$ cat config.mk
export PLATFORM = sky130hd
export DESIGN_NAME = mem_arbiter
export DESIGN_NICKNAME = d
export VERILOG_FILES = /design/src/rtl/mem_arbiter.sv
export SDC_FILE = /design/constraint.sdc
export NUM_CORES = 1
export LEC_CHECK = 0
export CORE_AREA = 4 4 166 128
export CTS_CLUSTER_SIZE = 8
export DETAILED_ROUTE_END_ITERATION = 6
export DIE_AREA = 0 0 170 132
export PLACE_DENSITY_LB_ADDON = 0.3
export SLEW_MARGIN = 20
export SYNTH_ARGS = -nofsm -noshare
export SYNTH_HDL_FRONTEND = slang
export SYNTH_SLANG_ARGS = --single-unit
$ cat constraint.sdc
create_clock -name clk -period 5.2 [get_ports clk]
set_input_delay 0.52 -clock clk [delete_from_list [all_inputs] [get_ports clk]]
set_output_delay 0.52 -clock clk [all_outputs]
set_load 0.1 [all_outputs]
$ cat src/rtl/mem_arbiter.sv
// Shared single-port memory arbiter: data port has fixed priority over instruction fetch.
// Optional fetch flush support is compiled in with `define MEMARB_FLUSH_EN.
module mem_arbiter #(
  parameter int WAIT_CYCLES = 2
) (
  input  logic        clk,
  input  logic        rst,
  input  logic        if_ce_i,
  input  logic [31:0] if_addr_i,
  output logic [31:0] if_data_o,
  output logic        stallreq_if_o,
  input  logic        mem_ce_i,
  input  logic        mem_we_i,
  input  logic [3:0]  mem_sel_i,
  input  logic [31:0] mem_addr_i,
  input  logic [31:0] mem_data_i,
  output logic [31:0] mem_data_o,
  output logic        stallreq_mem_o,
  output logic        ram_ce_o,
  output logic        ram_we_o,
  output logic [3:0]  ram_sel_o,
  output logic [31:0] ram_addr_o,
  output logic [31:0] ram_data_o,
  input  logic [31:0] ram_data_i
`ifdef MEMARB_FLUSH_EN
  ,
  input  logic        flush_i
`endif
);

  typedef enum logic [2:0] {
    IDLE,
    BUSY_IF,
    BUSY_MEM,
    DONE_IF,
    DONE_MEM
  } state_t;

  localparam logic [3:0] CNT_INIT = 4'(WAIT_CYCLES - 1);

  state_t     state;
  state_t     state_nxt;
  logic [3:0] cnt;
  logic       grant_if;
  logic       grant_mem;
  logic       flush;

`ifdef MEMARB_FLUSH_EN
  assign flush = flush_i;
`else
  assign flush = 1'b0;
`endif

  // A requester still holding ce in its DONE cycle is not stalled and is not regranted.
  assign stallreq_if_o  = !rst && if_ce_i  && (state != DONE_IF);
  assign stallreq_mem_o = !rst && mem_ce_i && (state != DONE_MEM);

  always_comb begin
    state_nxt = state;
    grant_if  = 1'b0;
    grant_mem = 1'b0;
    case (state)
      IDLE: begin
        if (mem_ce_i) begin
          state_nxt = BUSY_MEM;
          grant_mem = 1'b1;
        end else if (if_ce_i && !flush) begin
          state_nxt = BUSY_IF;
          grant_if  = 1'b1;
        end
      end
      BUSY_IF: begin
        if (flush)
          state_nxt = IDLE;
        else if (cnt == 4'd0)
          state_nxt = DONE_IF;
      end
      BUSY_MEM: begin
        if (cnt == 4'd0)
          state_nxt = DONE_MEM;
      end
      default: state_nxt = IDLE;
    endcase
  end

  always_ff @(posedge clk) begin
    if (rst) begin
      state      <= IDLE;
      cnt        <= 4'd0;
      ram_ce_o   <= 1'b0;
      ram_we_o   <= 1'b0;
      ram_sel_o  <= 4'd0;
      ram_addr_o <= 32'd0;
      ram_data_o <= 32'd0;
      if_data_o  <= 32'd0;
      mem_data_o <= 32'd0;
    end else begin
      state <= state_nxt;
      case (state)
        IDLE: begin
          if (grant_mem) begin
            ram_ce_o   <= 1'b1;
            ram_we_o   <= mem_we_i;
            ram_sel_o  <= mem_sel_i;
            ram_addr_o <= mem_addr_i;
            ram_data_o <= mem_data_i;
            cnt        <= CNT_INIT;
          end else if (grant_if) begin
            ram_ce_o   <= 1'b1;
            ram_we_o   <= 1'b0;
            ram_sel_o  <= 4'b1111;
            ram_addr_o <= if_addr_i;
            ram_data_o <= 32'd0;
            cnt        <= CNT_INIT;
          end
        end
        BUSY_IF, BUSY_MEM: begin
          if (state == BUSY_IF && flush) begin
            ram_ce_o <= 1'b0;
            ram_we_o <= 1'b0;
          end else if (cnt == 4'd0) begin
            ram_ce_o <= 1'b0;
            ram_we_o <= 1'b0;
            if (state == BUSY_IF)
              if_data_o <= ram_data_i;
            else if (!ram_we_o)
              mem_data_o <= ram_data_i;
          end else begin
            cnt <= cnt - 4'd1;
          end
        end
        default: begin
          ram_ce_o <= 1'b0;
          ram_we_o <= 1'b0;
        end
      endcase
    end
  end

endmodule

**Yosys cells after proc, flatten, opt, wreduce, memory -nomap -nowiden**

Cells that the tools add are included.

- Flip-flop bits (word level): 141
- Bits of input ports: 137
- Output and inout bits: 136
- Logic and storage cells: 65

- $add $sub $neg: 1
- Equality and inequality tests: 10
- Multiplexer cells: 27
- Bitwise gates (word level): 2
- Reductions and logical operators: 16

Operators by type and width:

| kind | number |
|---|---|
| 2-to-1 mux 32 bit | 4 |
| 2-to-1 mux 4 bit | 5 |
| 2-to-1 mux 3 bit | 4 |
| 2-to-1 mux 1 bit | 10 |
| != test 3 bit, second input constant | 3 |
| case mux 3 bit (3 select lines) | 1 |
| AND reduction 3 bit | 3 |
| != test 2 bit, second input constant | 4 |
| case mux 4 bit (2 select lines) | 1 |
| logical AND 1 bit | 4 |
| zero test 4 bit | 1 |
| case mux 1 bit (2 select lines) | 2 |
| AND reduction 2 bit | 2 |
| AND reduction 4 bit | 1 |
| nonzero test 2 bit | 2 |
| subtractor 4 x 1 -> 4 bit, second input constant | 1 |
| equality test 3 x 1 -> 1 bit, second input constant | 1 |
| equality test 3 x 2 -> 1 bit, second input constant | 1 |
| zero test 3 bit | 1 |
| != test 3 x 2 -> 1 bit, second input constant | 1 |
| NOT 1 bit | 2 |
| OR reduction 2 bit | 1 |
| zero test 1 bit | 1 |

**Longest topological paths before layout**

- Word-level depth: 6
- Mapped depth: 8
- Mapped depth without buffers: 6

**Least setup slack after synthesis**

Ideal clock, no wire load.

- Path type: input port to output port
- Start: in rst
- End: out stallreq_if_o
- Arrival: 3.206 ns
- Slack: 1.474 ns
- Stages on the path: 3
- Cells stage by stage: clkbuf_1 clkbuf_1 a311oi_1

- Cells in the longest elaborated chain, start to end: 3

Ends and longest elaborated chain:

| what | line | source |
|---|---|---|
| start, declared | 7 | `input logic rst,` |
| zero test 1 bit | 55 | `assign stallreq_if_o = !rst && if_ce_i && (state != DONE_IF);` |
| logical AND 1 bit (2 in series) | 55 |  |
| end, declared | 11 | `output logic stallreq_if_o,` |

No other way between the ends.

**Final worst setup path**

- Start: in mem_ce_i
- End: out stallreq_mem_o

- Cells in the longest elaborated chain, start to end: 2

Ends and longest elaborated chain:

| what | line | source |
|---|---|---|
| start, declared | 12 | `input logic mem_ce_i,` |
| logical AND 1 bit (2 in series) | 56 | `assign stallreq_mem_o = !rst && mem_ce_i && (state != DONE_MEM);` |
| end, declared | 18 | `output logic stallreq_mem_o,` |

No other way between the ends.

==> metrics.md <==
| Metric | Value |
|---|---|
| Status | `finished clean` |
| Final hold slack | `0.452 ns` |
| Vias | `5313` |
| Final Critical Period | `3.27 ns` |
| Cts bufs inserted | `17` |
| Number of global-route vias before repair | `5160` |
| P_sw | `0.00235 W` |
| Mapped Cells | `644` |
| Synth top area cells | `dfxtp_1 (52%), nand2_1 (13%), a21oi_1 (6.2%), nor2_1 (4.8%), a22oi_1 (4.4%)` |
| Largest net degree at the start of global routing | `86` |
| Drt first pass iters | `4` |
| Max_cap viols | `0` |
| Clock slew at reported path FFs | `0.06 ns` |
| Initial antenna violation count | `0` |
| Post-synth EDFFs | `0` |
| HPWL Detailed | `12400 um` |
| Synth Net Count | `roughly 780` |
| Setup crit end kind | `output port` |
| Commonest cells in the netlist | `nand2_1 (191), dfxtp_1 (141), nor2_1 (69), a21oi_1 (67), a22oi_1 (32)` |
| Placed Instance Area | `8250 sq um` |
| GR Util All Layers | `0.154` |
| Final Net Count | `1029` |
| CTS tree | `done` |
| CTS resizes | `0` |
| Synthesized area | `5420 sq um` |
| Hold Path Class | `flip-flop to flip-flop` |
| Routed Wire Length | `roughly 18000 um` |
| Core area | `just under 20000 sq um` |
| Comb pwr share | `0.477` |
| Post-route insts no fill | `about 1200` |
| Max VDD drop | `0.297 mV` |
| Design area | `8820 sq um` |
| Path depth of the worst reg2reg path | `5` |
| Post-synth top area cell | `dfxtp_1` |
| Clk_lat worst skew | `0.41 ns` |
| Clock buffer depth | `2` |
| Final GP Congestion | `0.760` |
| Share of cells above drive strength 1 | `0.0753` |
| IO Port Bufs | `approximately 270` |
| Pwr/cell area | `553 nW/um^2` |
| Total congestion overflow | `0` |
| WP data arrival | `about 2.8 ns` |
| Internal Pwr Total | `0.00252 W` |
| Top FF cell, synth | `dfxtp_1` |
| Global-route wire length before repair | `27800 um` |
| Final Hold Viols | `0` |
| Final design utilization | `0.446` |
| Setup total negative slack | `0 ns` |
| Setup bufs post-CTS | `0` |
| # IOs | `roughly 270` |
| Post-synth ARST share | `0` |
| Switching Fraction | `0.483` |
| RSZ-0062 raised after global routing | `false` |
| # DRC | `0` |
| Antenna fix cells | `0` |
| Layout fillers | `1914` |
| Final setup viols | `0` |
| Leakage | `3.17 nW` |
| Slew headroom | `0.276` |
| Yosys warnings | `0` |
| Unique masters post-synth | `40` |
| Syn Area/Cell | `about 8.4 sq um` |
| Clock Tree Root | `clkbuf_16` |
| Final Max Slew Viols | `0` |
| CTS Hold Buffers Added | `0` |
| Syn-to-layout area delta | `62.7%` |
| Starting Density | `0.274` |
| WP data required | `4.68 ns` |
| Fmax | `305 MHz` |
| Clk_skew | `0.0114 ns` |
| Site Rows | `45` |
| Hold-critical path depth | `2` |
| Drt wl/cell | `15.6 um` |
| Final period utilization | `0.630` |
| Crit Path Class | `primary input to output port` |
| Clock sink total | `141` |
| Vias per inst | `4.58` |
| DRT antenna net count | `0` |
| Sequential fraction of the synthesis area | `0.521` |
| Clk pwr share | `0.243` |
| Least-Margin Pin Slew | `1.08 ns` |
| Critical-path maximum fanout | `8` |
| Sequential share of power | `0.280` |
| # H-tree levels | `4` |
| # placed instances | `1129` |
| CP Launch Type | `primary input` |
| Initial drt markers | `~250` |
| Top cell type's share of synthesized area | `0.521` |
| Count leader, synth | `nand2_1` |
| Synth Register Bits | `141` |
| Chip Width | `170 um` |
| Vert. Die Dim | `132 um` |
| DIE AREA | `22400 sq um` |
[power by group through the flow]
stage / Sequential (W) / Clock [W] / Combinational, W
2_1_floorplan: 0.00255 / 0 / 0.000622
3_3_place_gp: 0.00138 / 0 / 0.00233
3_5_place_dp: 0.00139 / 0 / 0.00234
4_1_cts: 0.00137 / 0.00123 / 0.00234
5_1_grt: 0.00139 / 0.00126 / 0.00244
6_report: 0.00137 / 0.00119 / 0.00232
[worst max-delay path: stages]
cell and delay (ns):
clkdlybuf4s50_1 0.61, inv_1 0.21, a211oi_1 0.20, clkdlybuf4s50_1 1.21
[flip-flops by register name, summed over array words and instances (netlist names)]
| name | cells |
|---|---|
| ram_data_o | 32 |
| mem_data_o | 32 |
| ram_addr_o | 32 |
| ram_we_o | 1 |
| ram_sel_o | 4 |
| ram_ce_o | 1 |
| cnt | 4 |
| state | 3 |
| if_data_o | 32 |
[per-stage QoR]
stage / worst slack [ns] / total power (W)
after floorplan: 1.47 / 0.00317
after global placement: 1.92 / 0.00372
after detailed placement: 1.93 / 0.00372
after CTS: 1.93 / 0.00494
after global routing: 1.84 / 0.00509
final: 1.93 / 0.00487
[kinds of logic (layout without fill, tap and decap cells)]
logic type | count (synthesis) | count (layout) | share of synthesized area
simple gates | 287 | 287 | 0.215
fa+ha+maj | 2 | 2 | 0.00461
buf+inv | 60 | 319 | 0.0561
flops | 141 | 141 | 0.521
compound gates | 153 | 153 | 0.202
xor+xnor | 1 | 1 | 0.00162
[path summary, 6_finish.rpt]
path,from,endpoint,slack (ns)
setup / recovery,mem_ce_i,stallreq_mem_o,1.93
hold / removal,mem_data_o[23],mem_data_o[23],0.45
setup reg to reg,state[2],ram_addr_o[25],2.55
hold reg to reg,mem_data_o[23],mem_data_o[23],0.45
[placed cells by master, fill, tap and decap left out, types with 4 or more instances in the layout]
cell,netlist,layout
nor2_1,69,69
dfxtp_1,141,141
a2bb2oi_1,4,4
o21ai_0,4,4
inv_6,0,5
inv_1,7,7
a22oi_1,32,32
a21oi_1,67,67
a311oi_2,14,14
o22ai_1,7,7
buf_4,4,9
clkbuf_16,0,17
clkdlybuf4s50_1,0,271
a311oi_1,16,16
nor2_2,10,10
nand2_1,191,191
[routing by layer]
metal  routed length (um)  track usage
met5                    0            0
met4                  216       0.0408
met3                 1550       0.0632
met2                 8350        0.245
met1                 7950        0.194
[final cells by class]
class,count,area (sq um),area share
Clock buffer,19,443,0.0502
Inverter,7,26.3,0.00298
Multi-Input combinational cell,443,2300,0.260
Timing Repair Buffer,280,2780,0.315
Tap cell,258,323,0.0366
Clock inverter,13,130,0.0148
Sequential cell,141,2820,0.320
Note: power is estimated with default switching activity, not from simulation.
